[config.mk]
export PLATFORM = sky130hd
export DESIGN_NAME = pipe_ctrl
export DESIGN_NICKNAME = d
export VERILOG_FILES = /design/src/rtl/pipe_ctrl.sv
export SDC_FILE = /design/constraint.sdc
export NUM_CORES = 1
export LEC_CHECK = 0
export ABC_AREA = 0
export BUFFER_PORTS_ARGS = -buffer_cell sky130_fd_sc_hd__clkbuf_2
export CORE_MARGIN = 2
export CORE_UTILIZATION = 37
export CTS_CLUSTER_SIZE = 12
export DETAILED_ROUTE_END_ITERATION = 10
export GPL_ROUTABILITY_DRIVEN = 0
export HOLD_SLACK_MARGIN = 0.1
export PLACE_DENSITY_LB_ADDON = 0.2
export SYNTH_ARGS = -nofsm -noshare
export SYNTH_HDL_FRONTEND = slang
export SYNTH_SLANG_ARGS = --single-unit
export TNS_END_PERCENT = 10
[constraint.sdc]
create_clock -name clk -period 2.1 [get_ports clk]
set_clock_uncertainty 0.2 [all_clocks]
set_input_delay 0.21 -clock clk [delete_from_list [all_inputs] [get_ports clk]]
set_output_delay 0.21 -clock clk [all_outputs]
set_load 0.05 [all_outputs]
[src/rtl/pipe_ctrl.sv]
// ============================================================================
// pipe_ctrl : Y86 5-stage stall/bubble/CC control with RET-drain and halt FSM.
// Optional build macro: PIPE_PERF_CNT_EN (load-use / mispredict counters).
// Revision  : 1.0
// ============================================================================
`default_nettype none

module pipe_ctrl #(
   parameter int         RET_DRAIN_CYCLES = 3,
   parameter logic [7:0] RNONE            = 8'h0F,
   parameter int         CNT_W            = 32
) (
   input  logic             clk,
   input  logic             rst,
   input  logic [7:0]       D_icode_i,
   input  logic [7:0]       d_srcA_i,
   input  logic [7:0]       d_srcB_i,
   input  logic [7:0]       E_icode_i,
   input  logic [7:0]       E_dstM_i,
   input  logic             e_Cnd_i,
   input  logic             halt_i,
   input  logic             err_i,
   output logic             F_stall_o,
   output logic             D_stall_o,
   output logic             D_bubble_o,
   output logic             E_bubble_o,
   output logic             M_bubble_o,
   output logic             W_stall_o,
   output logic             set_cc_o,
   output logic [1:0]       state_o,
   output logic [CNT_W-1:0] stall_cnt_o,
   output logic [CNT_W-1:0] squash_cnt_o
);

   localparam logic [7:0] C_MRMOVL = 8'h05;
   localparam logic [7:0] C_OPL    = 8'h06;
   localparam logic [7:0] C_JXX    = 8'h07;
   localparam logic [7:0] C_RET    = 8'h09;
   localparam logic [7:0] C_POPL   = 8'h0B;

   localparam int              RC_W       = $clog2(RET_DRAIN_CYCLES + 1);
   localparam logic [RC_W-1:0] C_RET_LOAD = RC_W'(RET_DRAIN_CYCLES - 1);
   localparam logic [RC_W-1:0] C_RET_ONE  = RC_W'(1);

   typedef enum logic [1:0] {
      ST_RUN       = 2'd0,
      ST_RET_DRAIN = 2'd1,
      ST_HALTED    = 2'd2,
      ST_ERROR     = 2'd3
   } state_t;

   state_t          r_state, w_state_nxt;
   logic [RC_W-1:0] r_ret_cnt, w_ret_cnt_nxt;
   logic            w_lu, w_mp, w_rt;

   assign w_lu = ((E_icode_i == C_MRMOVL) || (E_icode_i == C_POPL)) &&
                 (E_dstM_i != RNONE) &&
                 ((E_dstM_i == d_srcA_i) || (E_dstM_i == d_srcB_i));
   assign w_mp = (E_icode_i == C_JXX) && !e_Cnd_i;
   assign w_rt = (D_icode_i == C_RET);

   always_ff @(posedge clk or negedge rst) begin
      if (!rst) begin
         r_state   <= ST_RUN;
         r_ret_cnt <= '0;
      end else begin
         r_state   <= w_state_nxt;
         r_ret_cnt <= w_ret_cnt_nxt;
      end
   end

   always_comb begin
      w_state_nxt   = r_state;
      w_ret_cnt_nxt = r_ret_cnt;
      F_stall_o     = 1'b0;
      D_stall_o     = 1'b0;
      D_bubble_o    = 1'b0;
      E_bubble_o    = 1'b0;
      M_bubble_o    = 1'b0;
      W_stall_o     = 1'b0;
      set_cc_o      = 1'b0;
      case (r_state)
         ST_RUN, ST_RET_DRAIN: begin
            set_cc_o = (E_icode_i == C_OPL) && !halt_i && !err_i;
            if (halt_i || err_i) begin
               F_stall_o   = 1'b1;
               D_stall_o   = 1'b1;
               W_stall_o   = 1'b1;
               M_bubble_o  = 1'b1;
               w_state_nxt = err_i ? ST_ERROR : ST_HALTED;
            end else if (r_state == ST_RET_DRAIN) begin
               // D holds the injected bubble here, so hazards on it are moot
               F_stall_o     = 1'b1;
               D_bubble_o    = 1'b1;
               w_ret_cnt_nxt = r_ret_cnt - C_RET_ONE;
               if (r_ret_cnt == C_RET_ONE)
                  w_state_nxt = ST_RUN;
            end else if (w_mp) begin
               D_bubble_o = 1'b1;
               E_bubble_o = 1'b1;
            end else if (w_lu) begin
               F_stall_o  = 1'b1;
               D_stall_o  = 1'b1;
               E_bubble_o = 1'b1;
            end else if (w_rt) begin
               F_stall_o     = 1'b1;
               D_bubble_o    = 1'b1;
               w_ret_cnt_nxt = C_RET_LOAD;
               w_state_nxt   = ST_RET_DRAIN;
            end
         end
         default: begin
            F_stall_o  = 1'b1;
            D_stall_o  = 1'b1;
            W_stall_o  = 1'b1;
            M_bubble_o = 1'b1;
         end
      endcase
      // Async reset overrides everything so the pipe is flushed while held
      if (!rst) begin
         F_stall_o  = 1'b0;
         D_stall_o  = 1'b0;
         D_bubble_o = 1'b1;
         E_bubble_o = 1'b1;
         M_bubble_o = 1'b1;
         W_stall_o  = 1'b0;
         set_cc_o   = 1'b0;
      end
   end

   assign state_o = r_state;

`ifdef PIPE_PERF_CNT_EN
   logic             w_lu_run, w_mp_run;
   logic [CNT_W-1:0] r_stall_cnt, r_squash_cnt;

   assign w_lu_run = (r_state == ST_RUN) && !halt_i && !err_i && !w_mp && w_lu;
   assign w_mp_run = (r_state == ST_RUN) && !halt_i && !err_i && w_mp;

   always_ff @(posedge clk or negedge rst) begin
      if (!rst) begin
         r_stall_cnt  <= '0;
         r_squash_cnt <= '0;
      end else begin
         if (w_lu_run && (r_stall_cnt != '1))
            r_stall_cnt <= r_stall_cnt + CNT_W'(1);
         if (w_mp_run && (r_squash_cnt != '1))
            r_squash_cnt <= r_squash_cnt + CNT_W'(1);
      end
   end

   assign stall_cnt_o  = r_stall_cnt;
   assign squash_cnt_o = r_squash_cnt;
`else
   assign stall_cnt_o  = '0;
   assign squash_cnt_o = '0;
`endif

endmodule

`default_nettype wire

==> results.cfg <==
[route]
vias_per_cell = 4.25
wl_per_cell_um = 10.4
drtPass1Iterations = 4
vias = 1101
routed_wirelength_um = 2680
ant_nets = 0
drc = 0
drtIter0Drc = 16

[floorplanning]
dieArea_sq_um = 3700
die_h_um = 60.8
row_count = 20
start_util_pct = 39.1
die_x_um = 60.8
io_pins = 118
core_area_sq_um = 3050

[sta]
fin_ws_ns = 0.0184
final_max_slew_viol_count = 0
rsz0062_at_grt = true
final.period_utilization_pct = 99.1
setup_viol = 0
finalSetupTns_ns = 0
layout_min_cycle_time_ns = 2.08
hold_violations = 0
max_freq_mhz = 480

[critical_path]
cp.arrival_ns = 1.67
r2r_cells = 5
reg2reg_from = state_o[1]
timing_worst_setup_path_type = flip-flop to output pin
cp-start-kind = flip-flop
crit_start = state_o[1]
end_kind = output pin
crit_end = F_stall_o
reg2reg_to = r_ret_cnt[0]
worstPathMaxFanout = 5
reg2reg_slack_ns = 0.44
cp.required_ns = 1.69

[grt]
grt_pass1_vias = 924
grt.busiest_layer = met2
grt_overflow = 0
grtUsageTotal_pct = 13.6
antenna_found_initial = 0
grt_pass1_wl_um = 3850
grt_max_degree = 9
met3_usage_pct = 1.71
use_met2_pct = 25.2
use_met1_pct = 16.0

[logic_synthesis]
synth_flop_cell = dfrtp_1
synthMostInstantiatedCell = buf_4
syn_avg_cell_area_sq_um = 8.01
synth_edf_count = 0
netlist_area_sq_um = 1190
yosysTopAreaCell = buf_4
yosysUniqueCellTypes = 42
yosysWarnings = 0
synth-seq-cells = 4
synth_top_area_share_pct = 40.3
synthTopCellsByCount = buf_4, xnor2_1, inv_1, nand4_1
synthTopCellsByArea = buf_4, xnor2_1, dfrtp_1
ys_seq_area_share_pct = 8.39
async_flop_share_pct = 100
syn-instance-count = 149

[finish]
drive_gt1_share_pct = 40.9
n_antenna_cell = 0
final_util_pct = 49.8
final_nets = 262
area_growth_pct = 27.4
fill_cells = 327

[placed_design]
dp_slack_ns = 0.0221
place.detailed.hpwl_um = 2370
io_buffer_count = 53

[outcome]
outcome = finished, final reports clean

[clocking]
clkSinkCount = 4
cts_max_path_buffers = 2
cts_tree = done
clkTransAtPathRegs_ns = 0.04
numCtsBuffers = 3
cts_htree_levels = 1
cts_root_buf = clkbuf_4
postCtsSetupBuffers = 0
insertion_delay_ns = 0.25

[worst_hold_path]
holdPathStages = 3
holdCritPathClass = primary input to flip-flop

[pwr]
vdd_drop_max_mv = 0.192
cellPowerDensity_nw_per_um2 = 409
power.leakage_nw = 0.750
total_power_w = 0.000622

[flow_run]
max_cap_violations = 0
## state kept, by name, summed over array words and instances, names as in the netlist
name       cells
r_ret_cnt      2
state_o        2
## per-layer routing
layer | vias to the layer above | share of wire, %
met5 | - | 0
met4 | 0 | 0.86
met3 | 3 | 12
met2 | 81 | 49
met1 | 484 | 38
li1 | 533 | -
## worst max-delay path, stage by stage (launching register included)
cell and delay [ns]:
dfrtp_2 0.43, nor4_2 0.34, a41oi_2 0.23, nand2_1 0.15, o31ai_4 0.08, clkbuf_8 0.18
## final cells by class
class / count / area (sq um) / area share [%]
well taps: 44 / 55.1 / 3.62
repair buffers: 63 / 389 / 25.6
clock buffers: 4 / 26.3 / 1.73
flip-flops and latches: 4 / 101 / 6.67
multi-input cells: 139 / 930 / 61.2
inverters: 5 / 18.8 / 1.23
## placed cells by master (no fill, tap or decap), drive strengths merged, types with 2 or more instances in the layout
cell type  Yosys  layout
xnor2         17      17
o21ai          2       2
nand3          2       2
or4            3       3
a21oi          3       3
conb           1      64
nand2          5       5
buf           64      13
inv            5       5
dfrtp          4       4
clkbuf         0      53
nor4           2       2
nand4          5       5
o211ai         2       2
o31ai          4       4
o22ai          3       3
or3            2       2
nor3           6       6
## through the flow
| step | instance area (sq um) | std cells | hold slack, ns |
|---|---|---|---|
| 5_1_grt | 1520 | 259 | 0.142 |
| 6_report | 1520 | 259 | 0.112 |
| 2_1_floorplan | 1480 | 212 | -0.286 |
| 3_3_place_gp | 1400 | 254 | -0.0428 |
| 3_5_place_dp | 1400 | 254 | -0.0430 |
| 4_1_cts | 1500 | 259 | 0.136 |
## worst min-delay path by stage
stage	start	slack (ns)	end
global placement	rst	-0.04	r_ret_cnt[0]
detailed placement	rst	-0.04	r_ret_cnt[0]
global route	err_i	0.14	state_o[1]
finish	err_i	0.11	state_o[1]
floorplan	rst	-0.29	r_ret_cnt[0]
CTS	err_i	0.14	state_o[1]
## power breakdown
group          internal, W  switching, W
sequential       0.0000786    0.00000199
clock            0.0000720     0.0000428
combinational    0.0000877      0.000339
## cells by family (layout without fill, tap and decap cells)
logic type                 Yosys count  after routing  synth area share, %
other                                1             64                0.314
xor gates and xnor gates            17             17                 12.5
adders and majority gates            1              1                 1.05
and+or+nand+nor                     34             34                 20.5
buffers and inverters               69             72                 41.8
muxes                                1              1                0.839
DFF                                  4              4                 8.39
AOI/OAI and AO/OA                   22             22                 14.6
## timing repair
item | CTS | global route
endpoints found under the hold margin | 4 | 0
setup endpoints to repair | 3 | 5
pin swaps | 5 | 2
hold buffers | 1 | 0
gates resized for setup | 14 | 9
No activity file was read; power rests on OpenSTA's default activity.
